$ cat src/rtl/fpgarr_credit_pkg.sv
//------------------------------------------------------------------------------
// fpgarr_credit_pkg
//
// Shared definitions for the credit-flow-controlled channel blocks
// (credit_rxbuf today, credit_txbuf later).
//
// Contents:
//   CREDIT_DEPTH_DEFAULT - default FIFO depth. On the transmitter side this
//                          is also the initial credit count.
//   credit_ptr_w()       - width of a FIFO read/write pointer for a depth.
//   credit_cnt_w()       - width of an occupancy/credit counter for a depth.
//                          It is one bit wider than a pointer so that the
//                          values 0 and DEPTH can both be represented.
//   credit_depth_ok()    - legality check: power of two and >= 2.
//------------------------------------------------------------------------------
package fpgarr_credit_pkg;

    localparam int unsigned CREDIT_DEPTH_DEFAULT = 4;

    function automatic int unsigned credit_ptr_w(input int unsigned depth);
        // A depth below 2 is illegal, but a zero-width pointer would break
        // elaboration before any check could report the problem.
        return (depth < 2) ? 1 : $clog2(depth);
    endfunction

    function automatic int unsigned credit_cnt_w(input int unsigned depth);
        return credit_ptr_w(depth) + 1;
    endfunction

    function automatic bit credit_depth_ok(input int unsigned depth);
        return (depth >= 2) && ((depth & (depth - 1)) == 0);
    endfunction

endpackage : fpgarr_credit_pkg

$ cat src/rtl/credit_rxbuf.sv
//------------------------------------------------------------------------------
// credit_rxbuf
//
// Receiver end of a credit-flow-controlled channel. The upstream sender
// pushes beats with in_valid only; there is no ready signal, so the sender
// may transmit only while it holds a credit. Beats are stored in a
// DEPTH-entry FIFO and leave on a standard valid/ready channel. Each beat
// removed from the FIFO returns one credit upstream as a registered,
// one-cycle pulse.
//
// Parameters:
//   DATA_WIDTH - payload width
//   DEPTH      - FIFO entries. Must be a power of two and >= 2. Must equal the
//                transmitter's initial credit count.
//
// Ports:
//   clk           in   rising-edge clock
//   rst           in   synchronous, active-high reset
//   in_valid      in   beat present (the sender holds a credit)
//   in_data       in   payload, sampled when in_valid=1
//   credit_return out  one-cycle pulse per freed entry
//   out_valid     out  FIFO non-empty
//   out_data      out  head-of-FIFO payload
//   out_ready     in   downstream accept
//   occupancy     out  current entry count (0..DEPTH)
//   overflow      out  sticky flag, set when a beat is dropped
//
// out_valid and out_data are decoded only from registers, so no
// combinational path runs from in_* or out_ready to any output.
//------------------------------------------------------------------------------
module credit_rxbuf
    import fpgarr_credit_pkg::*;
#(
    parameter int unsigned DATA_WIDTH = 32,
    parameter int unsigned DEPTH      = CREDIT_DEPTH_DEFAULT
) (
    input  logic                           clk,
    input  logic                           rst,
    input  logic                           in_valid,
    input  logic [DATA_WIDTH-1:0]          in_data,
    output logic                           credit_return,
    output logic                           out_valid,
    output logic [DATA_WIDTH-1:0]          out_data,
    input  logic                           out_ready,
    output logic [credit_cnt_w(DEPTH)-1:0] occupancy,
    output logic                           overflow
);

    localparam int unsigned PW = credit_ptr_w(DEPTH);
    localparam int unsigned CW = credit_cnt_w(DEPTH);

    logic [DATA_WIDTH-1:0] mem [DEPTH];
    logic [PW-1:0]         wr_ptr;
    logic [PW-1:0]         rd_ptr;
    logic [CW-1:0]         count;
    logic [CW-1:0]         count_next;

    logic full;
    logic remove;
    logic accept;
    logic drop;

    assign full   = (count == CW'(DEPTH));
    assign remove = out_valid && out_ready;
    // When the FIFO is full, a beat is still taken if the head leaves in the
    // same cycle. The write lands in the slot being freed (wr_ptr == rd_ptr
    // when full). The head is read combinationally before the edge, so
    // ordering is preserved.
    assign accept = in_valid && (!full || remove);
    assign drop   = in_valid && full && !remove;

    always_comb begin
        count_next = count;
        unique case ({accept, remove})
            2'b10:   count_next = count + CW'(1);
            2'b01:   count_next = count - CW'(1);
            default: count_next = count;
        endcase
    end

    always_ff @(posedge clk) begin
        if (rst) begin
            // Clear the storage as well as the pointers so that out_data
            // reads zero after reset.
            for (int unsigned i = 0; i < DEPTH; i++) begin
                mem[i] <= '0;
            end
            wr_ptr        <= '0;
            rd_ptr        <= '0;
            count         <= '0;
            credit_return <= 1'b0;
            overflow      <= 1'b0;
        end else begin
            if (accept) begin
                mem[wr_ptr] <= in_data;
                wr_ptr      <= wr_ptr + PW'(1);
            end
            if (remove) begin
                rd_ptr <= rd_ptr + PW'(1);
            end
            count         <= count_next;
            // One pulse per removed beat. A remove happens at most once per
            // cycle, so pulses never need to be merged.
            credit_return <= remove;
            if (drop) begin
                overflow <= 1'b1;
            end
        end
    end

    assign out_valid = (count != '0);
    assign out_data  = mem[rd_ptr];
    assign occupancy = count;

`ifdef FORMAL
    // Reference counters. The stimulus is constrained so that each offered
    // beat carries the index of the next accepted beat. Strict FIFO order
    // then means that the head always carries the number of beats already
    // removed.
    logic [31:0] f_in_cnt;
    logic [31:0] f_out_cnt;
    logic [31:0] f_credit_cnt;
    logic        f_past_ok;

    always_ff @(posedge clk) begin
        if (rst) begin
            f_in_cnt     <= '0;
            f_out_cnt    <= '0;
            f_credit_cnt <= '0;
            f_past_ok    <= 1'b1;
        end else begin
            if (accept)        f_in_cnt     <= f_in_cnt + 32'd1;
            if (remove)        f_out_cnt    <= f_out_cnt + 32'd1;
            if (credit_return) f_credit_cnt <= f_credit_cnt + 32'd1;
        end
    end

    f_in_data_seq: assume property (@(posedge clk) disable iff (rst)
        in_valid |-> (in_data == DATA_WIDTH'(f_in_cnt)));

    f_out_hold: assert property (@(posedge clk) disable iff (rst)
        (f_past_ok && out_valid && !out_ready) |=>
            (out_valid && $stable(out_data)));

    f_count_bound: assert property (@(posedge clk) disable iff (rst)
        count <= CW'(DEPTH));

    // Each removed beat has either already been counted as a credit or
    // is the pulse currently on credit_return.
    f_credit_match: assert property (@(posedge clk) disable iff (rst)
        f_out_cnt == f_credit_cnt + {31'd0, credit_return});

    f_in_order: assert property (@(posedge clk) disable iff (rst)
        out_valid |-> (out_data == DATA_WIDTH'(f_out_cnt)));

    f_depth_legal: assert property (@(posedge clk)
        credit_depth_ok(DEPTH));
`endif

endmodule : credit_rxbuf

$ cat config.mk
export PLATFORM = sky130hd
export DESIGN_NAME = credit_rxbuf
export DESIGN_NICKNAME = d
export VERILOG_FILES = /design/src/rtl/fpgarr_credit_pkg.sv /design/src/rtl/credit_rxbuf.sv
export SDC_FILE = /design/constraint.sdc
export NUM_CORES = 1
export LEC_CHECK = 0
export BUFFER_PORTS_ARGS = -buffer_cell sky130_fd_sc_hd__buf_2
export CAP_MARGIN = 20
export CORE_AREA = 2 2 105 107
export DETAILED_ROUTE_END_ITERATION = 8
export DIE_AREA = 0 0 107 109
export HOLD_SLACK_MARGIN = 0.1
export PLACE_DENSITY = 0.78
export SLEW_MARGIN = 20
export SYNTH_ARGS = -nofsm -noshare
export SYNTH_HDL_FRONTEND = slang
export SYNTH_SLANG_ARGS = --single-unit
$ cat constraint.sdc
create_clock -name clk -period 6.1 [get_ports clk]
set_clock_uncertainty 0.1 [all_clocks]
set_input_delay 1.83 -clock clk [delete_from_list [all_inputs] [get_ports clk]]
set_output_delay 1.83 -clock clk [all_outputs]
set_load 0.005 [all_outputs]
==> results of run 1 <==
[metrics by stage]
stage | setup slack, ns | area, µm² | instances
6_report | 1.693 | 7213 | 598
5_1_grt | 1.515 | 7213 | 598
4_1_cts | 1.596 | 7213 | 598
3_5_place_dp | 1.748 | 6561 | 566
3_3_place_gp | 1.817 | 6561 | 566
2_1_floorplan | 1.150 | 5981 | 365
[per-layer routing]
layer | up-vias | wire (µm)
met5 | - | 0
met3 | 19 | 680
met2 | 112 | 5957
li1 | 1504 | -
met4 | 0 | 170
met1 | 1660 | 4687
[layout make-up]
type / count / area, µm² / area share, %
Multi-Input combinational cell: 200 / 1872 / 25.95
Timing Repair Buffer: 81 / 425.4 / 5.898
Sequential cell: 139 / 4066 / 56.37
Tap cell: 140 / 175.2 / 2.428
Clock buffer: 17 / 414.1 / 5.742
Clock inverter: 15 / 237.7 / 3.296
Inverter: 6 / 22.52 / 0.3122
[flip-flops by register name, indices dropped and copies added (netlist names), named ones only]
register / count
mem: 128
occupancy: 3
rd_ptr: 2
wr_ptr: 2
credit_return: 1
overflow: 1
[cell families after synthesis]
group	share of synthesized area [%]
adders and majority gates	0.5439
DFF	67.95
AOI/OAI and AO/OA	1.067
and+or+nand+nor	15.92
xor gates and xnor gates	0.5857
muxes	12.24
buffers and inverters	1.694
[tightest hold or removal path: cells and delay by family (launching register included)]
kind,cells,cell delay (ns)
AO/OA/AOI/OAI,1,0.04
flip-flops,1,0.32
AND/OR/NAND/NOR,1,0.07
[final timing paths]
kind	endpoint	slack (ns)	from
max	out_data[30]	1.69	flop
min	overflow$_SDFFE_PP0P_	0.37	overflow$_SDFFE_PP0P_
max reg2reg	occupancy[2]$_SDFFE_PP0P_	3.24	occupancy[1]$_SDFFE_PP0P_
min reg2reg	overflow$_SDFFE_PP0P_	0.37	overflow$_SDFFE_PP0P_
[placed cells by master, fill, tap and decap left out, types with 2 or more instances in the layout]
cell type	count
clkbuf_16	16
bufinv_16	5
xor2_1	4
nor4_4	2
mux4_2	32
nand2_1	2
a21oi_1	3
buf_4	8
edfxtp_1	128
buf_2	73
inv_6	4
nor2_1	10
and2_1	128
clkinv_4	3
clkinvlp_4	2
dfxtp_1	9
inv_1	6
nand2b_1	2
dfxtp_2	2
or3_1	2
nor4b_4	2
[report_power, final]
| group | switching, mW | leakage (nW) | internal, mW |
|---|---|---|---|
| registers | 0.0761 | 1.42 | 1.14 |
| clock network | 0.404 | 0.312 | 0.715 |
| logic | 0.196 | 1.04 | 0.236 |
==> summary.md, run 1 <==
| Metric | Value |
|---|---|
| Synth Register Bits | roughly 140 |
| Vias in the first global route | between 3000 and 4000 |
| Synthesized area per cell | 16.39 µm² |
| Distinct cells, synth | 28 |
| FMAX | 226.9 MHz |
| Relative slew slack | between 30% and 40% |
| Minimum clock period | 4.408 ns |
| ANT nets after route | 0 |
| DR pass1 iterations | 5 |
| Number of I/O port buffers | between 70 and 80 |
| GRT busiest layer | met2 |
| CTS tree | built |
| # DRC | 0 |
| # IOs | 74 |
| Period utilization | roughly 72% |
| Initial core utilization | 56.41% |
| Overall global routing resource usage | 21.61% |
| Initial DRC Count | about 200 |
| Vias | between 3000 and 4000 |
| Initial antenna violation count | 0 |
| Asr flop ratio synth | 0% |
| WHS | 0.3657 ns |
| Seq/Total Area, Yosys | between 60% and 70% |
| Max FO, Critical Path | 17 |
| Pin count of the biggest net entering global routing | 34 |
| CTS Root Buffer Type | clkbuf_8 |
| Worst Reg2Reg Path Length in Cells | 8 |
| Grt met1 use | 26.80% |
| Critical Path Sink Type | output port |
| CTS Buf Count | 17 |
| Leakage | roughly 2.8 nW |
| Post-synth EDFFs | around 130 |
| Most used DFF post-synth | edfxtp_1 |
| Synth Net Count | ~400 |
| CP peak stage delay | between 0.7 and 0.8 ns |
| Clk_lat worst skew | approximately 0.53 ns |
| Crit path launch type | flop |
| Antenna cells | 0 |
| Area Overhead vs Synth | 20.61% |
| Global-route wire length before repair | around 18 mm |
| Number of max-cap violations | 0 |
| Mapped Cells | 365 |
| Layout cells sized above 1 | approximately a third |
| Synth warn | 0 |
| WP depth | 3 |
| Final Wtd Congestion | 0.7456 |
| Die area | between 10000 and 15000 µm² |
| Mapped Area | roughly 6000 µm² |
| Slowest CP cell | dfxtp_2 |
| CTS clk-pin slew, worst paths | ~0.06 ns |
| Final Total Pwr | between 2 and 3 mW |
| CP Class | reg -> out |
| Met3 Use GR | roughly 6.3% |
| Total setup buffers inserted after CTS | 0 |
| Worst EP required | roughly 4.2 ns |
| Die width | about 110 µm |
| Fillers | 704 |
| Cts hold-fix bufs | 0 |
| Routed wire per std cell | 19.22 µm |
| Yosys top cell by area | edfxtp_1 |
| RSZ-0062 raised after global routing | no |
| M2 GR Usage | a little over a third |
| Top post-synthesis cells by area | edfxtp_1 64%, and2_1 13%, mux4_2 12% |
| Worst hold path type | reg -> reg |
| Core ar. | 10600 µm² |
| Setup tns final | 0 ns |
| Top post-synthesis cells by count | 128 x and2_1, 128 x edfxtp_1, 32 x mux4_2 |
| GRT overflow | 0 |
| Final #Nets | around 480 |
| Vias per cell | 5.510 |
| Final hold viol count | 0 |
| Util after Layout | around 68% |
| Hold path cells | 2 |
| Row Count | 38 |
| DRT Wirelength | between 10 and 15 mm |
| Worst-Margin Slew | between 0.9 and 1 ns |
| DP Wirelength | about 6.5 mm |
| Post-synth top area share | between 60% and 70% |
| PD cells | 383.5 nW/µm² |
| Number of setup violations in the final report | 0 |
| WP buf/inv | 2 |
| Worst VDD drop | between 0.2 and 0.3 mV |
| Slew Limit Fails | 0 |
| Die outline height | between 100 and 150 µm |
| Status | finished, final reports clean |
| Cell breakdown of the critical path | buf_4 > mux4_2 > buf_2 |
| Cell family contributing the most delay on the critical path | flip-flops |
| H-Tree Depth | 4 |
| Clk sink count | 139 |
| Max Root-Sink Buffers | 2 |
| Crit path DAT | ~2.5 ns |
| Post_cts resized | 0 |
Note: power is estimated with default switching activity, not from simulation.
==> run 2, diff against run 1 <==
- clock period: 6.1 -> 4.45 ns (I/O delays scaled with it)
==> run 2 against run 1 <==
Against the previous run: power is 39% higher; setup slack worse by 0.91 ns; design area is 0.47% higher; routed wire length is 2.2% higher; highest routed layer unchanged.
==> summary.md, run 2 (same netlist as run 1, synthesis figures left out) <==
| Metric | Value |
|---|---|
| Final Wtd Congestion | approximately 0.74 |
| Leakage | 2.789 nW |
| Max reg flops | 128 |
| Dpl ws | 0.8636 ns |
| Cts hold-fix bufs | 0 |
| Worst Reg2Reg Path Length in Cells | 9 |
| FF-to-FF setup slack | roughly 1.9 ns |
| Vias in the first global route | roughly 3500 |
| Area Overhead vs Synth | 21.17% |
| Global-route wire length before repair | ~18 mm |
| Total setup buffers inserted after CTS | 0 |
| Number of setup violations in the final report | 0 |
| Core ar. | about 11000 µm² |
| Hold path cells | 2 |
| Max Root-Sink Buffers | 2 |
| CP Class | reg -> out |
| Slew Limit Fails | 0 |
| Critical R2R Launch | occupancy[1]$_SDFFE_PP0P_ |
| FMAX | around 270 MHz |
| Die width | roughly 110 µm |
| CTS tree | built |
| DP Wirelength | a little over 7 mm |
| DR pass1 iterations | 4 |
| GRT overflow | 0 |
| Number of max-cap violations | 0 |
| Commonest non-fill, non-tap cells in the layout | 128 x and2_1, 128 x edfxtp_1, 73 x buf_2, 32 x mux4_2, 16 x clkbuf_16 |
| Routed wire per std cell | approximately 20 µm |
| # DRC | 0 |
| Min-Delay Endpoint | overflow$_SDFFE_PP0P_ |
| Final Total Pwr | roughly 3.8 mW |
| CTS Buf Count | 17 |
| Initial DRC Count | ~210 |
| Top reg by flops | mem |
| Row Count | 38 |
| Relative slew slack | roughly two fifths |
| Initial core utilization | between 50% and 60% |
| Worst hold path type | reg -> reg |
| Vias per cell | 5.446 |
| Minimum clock period | about 3.7 ns |
| Post_cts resized | 0 |
| Worst Hold Launch | overflow$_SDFFE_PP0P_ |
| Worst-Margin Slew | roughly 0.9 ns |
| DRT Wirelength | about 12 mm |
| Final hold viol count | 0 |
| CTS Root Buffer Type | clkbuf_8 |
| Pin count of the biggest net entering global routing | 34 |
| ANT nets after route | 0 |
| RR Endpoint | occupancy[2]$_SDFFE_PP0P_ |
| Clk sink count | between 100 and 150 |
| Die outline height | 109 µm |
| Worst VDD drop | 0.2765 mV |
| Critical Path Sink Type | output port |
| Worst EP required | around 3.0 ns |
| Vias | 3262 |
| Layout cells sized above 1 | between 30% and 40% |
| Die area | ~12000 µm² |
| H-Tree Depth | 4 |
| Crit path launch type | flop |
| Final #Nets | 484 |
| Initial antenna violation count | 0 |
| Setup slack after layout | slightly below 0.8 ns |
| PD cells | between 500 and 600 nW/µm² |
| Clk_lat worst skew | ~0.5 ns |
| CTS clk-pin slew, worst paths | 0.06 ns |
| Status | finished, final reports clean |
| Crit path DAT | 2.23 ns |
| # IOs | 74 |
| RSZ-0062 raised after global routing | no |
| Antenna cells | 0 |
| Overall global routing resource usage | between 20 and 25% |
| Max FO, Critical Path | 19 |
| Number of I/O port buffers | 73 |
| Period utilization | between 80 and 90% |
| Setup tns final | 0 ns |
run 2: cell count changes in the layout (fill, tap and decap cells not counted), moves of 2 or more:
cell,change
inv_6,-4
clkinv_4,-2
clkbuf_1,+2
clkbuf_8,+2
run 2: area by class of cell:
cell class                 count  area [µm²]
clock buffer                  21       449.2
clock inverter                11       216.5
fill                         731        3356
inverter                       6       22.52
multi-input combinational    200        1872
sequential                   139        4066
tap                          140       175.2
timing repair buffer          82       445.4
run 2: worst max-delay path by stage:
stage,end,startpoint,slack [ns]
2_1_floorplan,mem[1][0]$_SDFFCE_PN0P_,out_ready,0.02
3_3_place_gp,occupancy[2]$_SDFFE_PP0P_,out_ready,0.94
3_5_place_dp,occupancy[2]$_SDFFE_PP0P_,out_ready,0.86
4_1_cts,out_data[20],flop,0.71
5_1_grt,out_data[20],flop,0.65
6_report,out_data[20],flop,0.79
run 2: per-layer routing:
layer	part of all wire, %	routed length [µm]	track usage [%]
met1	40	4708	26.39
met4	0.62	73	5.844
met5	0	0	0
met3	5.6	657	6.097
met2	54	6314	39.90
run 2: worst max-delay path, cell delays in order (launching register included):
cell and delay [ns]:
dfxtp_2 0.70, buf_12 0.29, mux4_2 0.56, buf_2 0.15
run 2: power breakdown:
part	internal [mW]	total [mW]	switching, mW
clock	1.05	1.57	0.513
combinational	0.334	0.610	0.276
sequential	1.56	1.67	0.103
run 2: through the flow:
stage | hold slack (ns) | cell area (µm²) | util (%) | cells
after CTS | 0.3807 | 7247 | 68.35 | 599
final | 0.3738 | 7247 | 68.35 | 599
after global routing | 0.4065 | 7247 | 68.35 | 599
after floorplan | 0.3604 | 5981 | - | 365
after detailed placement | 0.3584 | 6581 | 62.07 | 567
after global placement | 0.3574 | 6581 | 62.07 | 567
